`src/rtl/reg_file_multich.sv`:
```
// GPO/GPI command register file with log-memory reader and per-channel BER snapshot.
// Optional REGFILE_AUTO_INC_EN adds READ_NEXT (auto-incrementing memory read).
module reg_file_multich #(
  parameter int NB_ADDR_MEM = 15,
  parameter int N_CH        = 2,
  parameter int NB_BER      = 64,
  parameter int MEM_RD_LAT  = 1
) (
  input  logic                     clk,
  input  logic                     i_rst,
  input  logic [31:0]              i_gpo,
  input  logic [31:0]              i_data_log_from_mem,
  input  logic                     i_mem_full,
  input  logic [N_CH*NB_BER-1:0]   i_ber_samp,
  input  logic [N_CH*NB_BER-1:0]   i_ber_error,
  output logic [31:0]              o_gpi,
  output logic                     o_rst,
  output logic                     o_enbTx,
  output logic                     o_enbRx,
  output logic [1:0]               o_phase_sel,
  output logic                     o_run_log,
  output logic                     o_read_log,
  output logic [NB_ADDR_MEM-1:0]   o_addr_log_to_mem
);

  localparam int NW = (NB_BER + 31) / 32;
  localparam logic [3:0] LAST = 4'(MEM_RD_LAT - 1);

  localparam logic [7:0] C_RST       = 8'd0;
  localparam logic [7:0] C_EN_TX     = 8'd1;
  localparam logic [7:0] C_EN_RX     = 8'd2;
  localparam logic [7:0] C_PH_SEL    = 8'd3;
  localparam logic [7:0] C_RUN_MEM   = 8'd4;
  localparam logic [7:0] C_READ_MEM  = 8'd5;
  localparam logic [7:0] C_BER_SNAP  = 8'd6;
  localparam logic [7:0] C_BER_WORD  = 8'd7;
  localparam logic [7:0] C_MEM_FULL  = 8'd8;
  localparam logic [7:0] C_STATUS    = 8'd9;

  typedef enum logic {IDLE, READ} state_t;

  state_t                   state_q, state_d;
  logic                     en_prev;
  logic                     err;
  logic [3:0]               cnt_q;
  logic [NW*32-1:0]         snap_q;

  logic [7:0]               cmd;
  logic [22:0]              d;
  logic                     acc;
  logic                     idle_acc;
  logic                     is_rd;
  logic                     is_rd_next;
  logic [NB_ADDR_MEM-1:0]   rd_addr;
  logic                     ch_ok;
  logic [NB_BER-1:0]        ber_sel;
  logic [NW*32-1:0]         ber_ext;
  logic [31:0]              word_sel;
  logic                     rd_start;
  logic                     rd_done;
  logic                     err_set;
  logic                     status_clr;
  logic                     unused_bits;

  assign cmd         = i_gpo[31:24];
  assign d           = i_gpo[22:0];
  assign acc         = i_gpo[23] & ~en_prev;
  assign idle_acc    = acc & (state_q == IDLE);
  assign unused_bits = ^d;
  assign o_read_log  = (state_q == READ);

`ifdef REGFILE_AUTO_INC_EN
  localparam logic [7:0] C_READ_NEXT = 8'd10;
  assign is_rd_next = (cmd == C_READ_NEXT);
  assign rd_addr    = is_rd_next ?
                      o_addr_log_to_mem + NB_ADDR_MEM'(1) :
                      d[NB_ADDR_MEM-1:0];
`else
  assign is_rd_next = 1'b0;
  assign rd_addr    = d[NB_ADDR_MEM-1:0];
`endif

  assign is_rd      = (cmd == C_READ_MEM) | is_rd_next;
  assign ch_ok      = int'(d[7:0]) < N_CH;
  assign status_clr = idle_acc & (cmd == C_STATUS);

  always_comb begin
    ber_sel = '0;
    for (int k = 0; k < N_CH; k++) begin
      if (d[7:0] == 8'(k)) begin
        ber_sel = d[8] ? i_ber_error[k*NB_BER +: NB_BER]
                       : i_ber_samp[k*NB_BER +: NB_BER];
      end
    end
    ber_ext = '0;
    ber_ext[NB_BER-1:0] = ber_sel;
  end

  // out-of-range word index falls through to zero
  always_comb begin
    word_sel = '0;
    for (int w = 0; w < NW; w++) begin
      if (d[7:0] == 8'(w)) word_sel = snap_q[w*32 +: 32];
    end
  end

  always_comb begin
    state_d  = state_q;
    rd_start = 1'b0;
    rd_done  = 1'b0;
    err_set  = 1'b0;
    unique case (state_q)
      IDLE: begin
        if (acc) begin
          if (is_rd) begin
            if (i_mem_full) begin
              state_d  = READ;
              rd_start = 1'b1;
            end else begin
              err_set = 1'b1;
            end
          end else if (cmd == C_BER_SNAP && !ch_ok) begin
            err_set = 1'b1;
          end
        end
      end
      READ: begin
        if (acc) err_set = 1'b1;
        if (cnt_q == LAST) begin
          state_d = IDLE;
          rd_done = 1'b1;
        end
      end
      default: state_d = IDLE;
    endcase
  end

  always_ff @(posedge clk or posedge i_rst) begin
    if (i_rst) begin
      state_q           <= IDLE;
      en_prev           <= 1'b0;
      err               <= 1'b0;
      cnt_q             <= '0;
      snap_q            <= '0;
      o_gpi             <= '0;
      o_rst             <= 1'b0;
      o_enbTx           <= 1'b0;
      o_enbRx           <= 1'b0;
      o_phase_sel       <= '0;
      o_run_log         <= 1'b0;
      o_addr_log_to_mem <= '0;
    end else begin
      en_prev   <= i_gpo[23];
      state_q   <= state_d;
      o_run_log <= 1'b0;
      // a new error in the same cycle beats the STATUS clear
      err       <= err_set | (err & ~status_clr);
      if (rd_start) begin
        cnt_q             <= '0;
        o_addr_log_to_mem <= rd_addr;
      end else if (state_q == READ) begin
        cnt_q <= cnt_q + 4'd1;
      end
      if (rd_done) o_gpi <= i_data_log_from_mem;
      if (idle_acc) begin
        unique case (1'b1)
          (cmd == C_RST):     o_rst       <= d[0];
          (cmd == C_EN_TX):   o_enbTx     <= d[0];
          (cmd == C_EN_RX):   o_enbRx     <= d[0];
          (cmd == C_PH_SEL):  o_phase_sel <= d[1:0];
          (cmd == C_RUN_MEM): o_run_log   <= 1'b1;
          (cmd == C_BER_SNAP): begin
            if (ch_ok) begin
              snap_q <= ber_ext;
              o_gpi  <= ber_ext[31:0];
            end else begin
              snap_q <= '0;
              o_gpi  <= '0;
            end
          end
          (cmd == C_BER_WORD): o_gpi <= word_sel;
          (cmd == C_MEM_FULL): o_gpi <= {31'b0, i_mem_full};
          (cmd == C_STATUS):
            o_gpi <= {28'b0, err, i_mem_full, o_enbRx, o_enbTx};
          default: ;
        endcase
      end
    end
  end

endmodule
```
`config.mk`:
```
export PLATFORM = sky130hd
export DESIGN_NAME = reg_file_multich
export DESIGN_NICKNAME = d
export VERILOG_FILES = /design/src/rtl/reg_file_multich.sv
export SDC_FILE = /design/constraint.sdc
export NUM_CORES = 1
export LEC_CHECK = 0
export ABC_AREA = 1
export CORE_MARGIN = 3
export CORE_UTILIZATION = 39
export DETAILED_ROUTE_END_ITERATION = 16
export GPL_TIMING_DRIVEN = 1
export PLACE_DENSITY = 0.86
export SLEW_MARGIN = 25
export SYNTH_ARGS = -nofsm -noshare
export SYNTH_HDL_FRONTEND = slang
export SYNTH_SLANG_ARGS = --single-unit
```
`constraint.sdc`:
```
create_clock -name clk -period 4.7 [get_ports clk]
set_clock_uncertainty 0.2 [all_clocks]
set_input_delay 1.175 -clock clk [delete_from_list [all_inputs] [get_ports clk]]
set_output_delay 1.175 -clock clk [all_outputs]
set_load 0.05 [all_outputs]
```
==> out/qor.json <==
{
  "clocking": {
    "cts-hold-fix-buffers": 0,
    "worst_setup_hold_path_clk_slew_ns": 0.06,
    "clock_sink_count": 124,
    "clock_tree_from_tritoncts": "yes",
    "clock_path_buffers": 2,
    "cts_repair_resize_count": 0,
    "library_cell_used_as_clock_root_buffer": "clkbuf_16",
    "cts_post_setup_buffers_inserted": 0,
    "clk_latency_ns": 0.42,
    "h-tree-depth": 4,
    "tritoncts.num_buffers": 17
  },
  "placed_design": {
    "dp_slack_ns": 0.817,
    "io_buffers": 368,
    "gp_congestion": 0.920,
    "detailedPlacementHpwl_um": 24100
  },
  "synth": {
    "synthesis.area_per_instance_sq_um": 6.56,
    "synthTopCellsByArea": "dfrtp_1, nand2_1, mux2i_1, nor2_1, nand3_1",
    "synth_largest_type_area_fraction_pct": 36.2,
    "syn-num-nets": 1632,
    "yosys-mux-area-fraction_pct": 5.88,
    "largest_family_of_logic_cells_by_synthesized_area": "simple AND/OR/NAND/NOR gates",
    "netlist.top_cell.by_area": "dfrtp_1",
    "synth_compound_gate_area_share_pct": 8.41,
    "seq_total_area_yosys_pct": 36.2,
    "synthesis.area_sq_mm": 0.00857,
    "post_synth_fa_ha_maj_area_fraction_pct": 0.292,
    "ys_types": 32,
    "synth_warnings": 0,
    "synth_simple_gate_area_share_pct": 42.2,
    "synth_cells": 1307,
    "register_bit_count_reported_by_yosys": 124,
    "synthXorXnorAreaFrac_pct": 0
  },
  "setup_path": {
    "critical_path.endpoint_type": "flip-flop",
    "reg2reg_slack_ns": 1.77,
    "worst_r2r_endpoint": "o_gpi[28]",
    "data_arrival_time_of_the_critical_path_ns": 3.58,
    "critical_path.startpoint_type": "input pin",
    "crit_path_max_fanout": 20,
    "r2r-start": "cnt_q[0]",
    "crit_required_ns": 4.82,
    "ff2ff_path_depth": 11,
    "worst-setup-path-type": "input pin to flip-flop"
  },
  "pwr": {
    "p_leak_nw": 6.24,
    "power_density_mw_per_mm2": 299,
    "ir_worst_vdd_mv": 0.200
  },
  "global_routing": {
    "grt_pass1_vias": 9262,
    "globalRouteTotalUtil_pct": 26.0,
    "wire_length_of_the_first_global_routing_pass_um": 49300,
    "grt_start_max_net_pins": 129,
    "antenna_violations_before_repair": 4,
    "globalRouteOverflowTotal": 0
  },
  "floorplan": {
    "boundaryPins": 377,
    "floorplan.core_area_sq_mm": 0.0213,
    "dieWidth_um": 154,
    "die_h_um": 154,
    "num_rows": 53,
    "start_util_pct": 40.3,
    "die_area_sq_mm": 0.0238
  },
  "drt": {
    "via_count": 9690,
    "drt_wl_total_um": 31900,
    "ant_nets": 0,
    "viasPerCell": 5.04,
    "detailedRoute.firstPassIterationCount": 5,
    "post-route-drc-count": 0,
    "initialDrtViolationCount": 843,
    "routedWlPerCell_um": 16.6
  },
  "sta": {
    "rsz0062_at_grt": "false",
    "finalCriticalPeriod_ns": 3.46,
    "timing.slew.headroom_pct": 33.5,
    "pnr_worst_setup_slack_ns": 1.24,
    "finalSetupTns_ns": 0,
    "drv_slew": 0,
    "tightest_slew_ns": 0.996,
    "final_hold_viol_count": 0,
    "fmax_mhz": 289,
    "setup-violations-final": 0,
    "min_period_over_period_pct": 73.7
  },
  "finish": {
    "flow.area_growth_from_synthesis_pct": 51.3,
    "mostFrequentLayoutCells": "nand2_1, clkdlybuf4s50_1, dfrtp_1",
    "layout-drive-gt1-share_pct": 5.90,
    "layout_commonest_cell": "nand2_1",
    "seqCellArea_sq_mm": 0.00310,
    "layout.filler_cells": 1912,
    "multi_input_comb_area_sq_mm": 0.00487,
    "final_nets": 1957
  },
  "run_status": {
    "run_status": "complete, no violations"
  },
  "hold_path": {
    "holdCritPathClass": "flip-flop to flip-flop",
    "hold-path-cell-count": 2,
    "min_delay_worst_endpoint": "o_addr_log_to_mem[6]",
    "hold_path.startpoint": "o_addr_log_to_mem[6]"
  },
  "job": {
    "max-cap-violations": 0
  }
}
layout make-up:
cell class	count	share of cell area, %
Clock buffer	17	3.28
Antenna cell	2	0.0386
Tap cell	275	2.65
Clock inverter	14	1.70
Sequential cell	124	23.9
Inverter	37	1.11
Multi-Input combinational cell	1065	37.6
Timing Repair Buffer	387	29.7
worst max path at each step:
stage,from,to,slack (ns),cells past startpoint
floorplan,i_rst,cnt_q[0],0.03,1
global placement,i_gpo[24],o_addr_log_to_mem[1],0.88,6
detailed placement,i_gpo[24],o_addr_log_to_mem[1],0.82,6
CTS,i_gpo[24],o_addr_log_to_mem[1],1.25,6
global route,i_gpo[25],o_addr_log_to_mem[1],0.97,7
finish,i_gpo[25],o_addr_log_to_mem[1],1.24,7
metrics by stage:
| step | hold WS (ns) | cells | util [%] | area (sq um) | total power, mW |
|---|---|---|---|---|---|
| floorplan | 0.240 | 1307 | - | 8570 | 1.90 |
| global placement | 0.253 | 1888 | 57.8 | 12300 | 2.43 |
| detailed placement | 0.258 | 1888 | 57.8 | 12300 | 2.45 |
| CTS | 0.273 | 1919 | 60.9 | 13000 | 3.89 |
| global route | 0.298 | 1921 | 60.9 | 13000 | 4.03 |
| finish | 0.269 | 1921 | 60.9 | 13000 | 3.87 |
Yosys cell counts, drive strengths merged:
cell / instances
nand2: 645
a21oi: 25
nand4: 3
o21ai: 65
ha: 2
nor3: 1
a21o: 9
mux2i: 47
o211ai: 18
o31ai: 4
mux2: 3
and2: 20
dfrtp: 124
nor2: 132
o21a: 5
nand3: 65
buf: 61
nand3b: 2
inv: 37
or2: 19
clkbuf: 20
sequential cells by signal (all words and copies together) (netlist names), 2 cells and up:
name,flops
o_addr_log_to_mem,15
cnt_q,4
snap_q,64
o_gpi,32
o_phase_sel,2
power breakdown:
| group | internal [mW] | total (mW) | switching [mW] |
|---|---|---|---|
| Sequential | 1.17 | 1.23 | 0.0594 |
| Clock | 0.939 | 1.44 | 0.497 |
| Combinational | 0.532 | 1.20 | 0.667 |
| Total | 2.65 | 3.87 | 1.22 |
logic make-up after synthesis:
| family | Yosys count |
|---|---|
| AND/OR/NAND/NOR | 887 |
| AO/OA/AOI/OAI | 126 |
| flip-flops | 124 |
| buffers and inverters | 118 |
| multiplexers | 50 |
| adder cells (fa/ha/maj) | 2 |
layer usage:
metal | part of all wire, % | track usage, % | up-vias
li1 | - | - | 4763
met1 | 44 | 35.8 | 4393
met2 | 46 | 41.8 | 468
met3 | 7.4 | 4.59 | 62
met4 | 2.5 | 7.91 | 4
met5 | 0.069 | 0 | -
worst max-delay path, cell delays in order:
cell and delay [ns]:
clkdlybuf4s50_1 0.49, inv_1 0.08, nand2_1 0.09, nor3_1 0.22, and2_1 0.51, nand2_1 0.62, o21ai_0 0.37
Power figures use the tool's default switching activity.
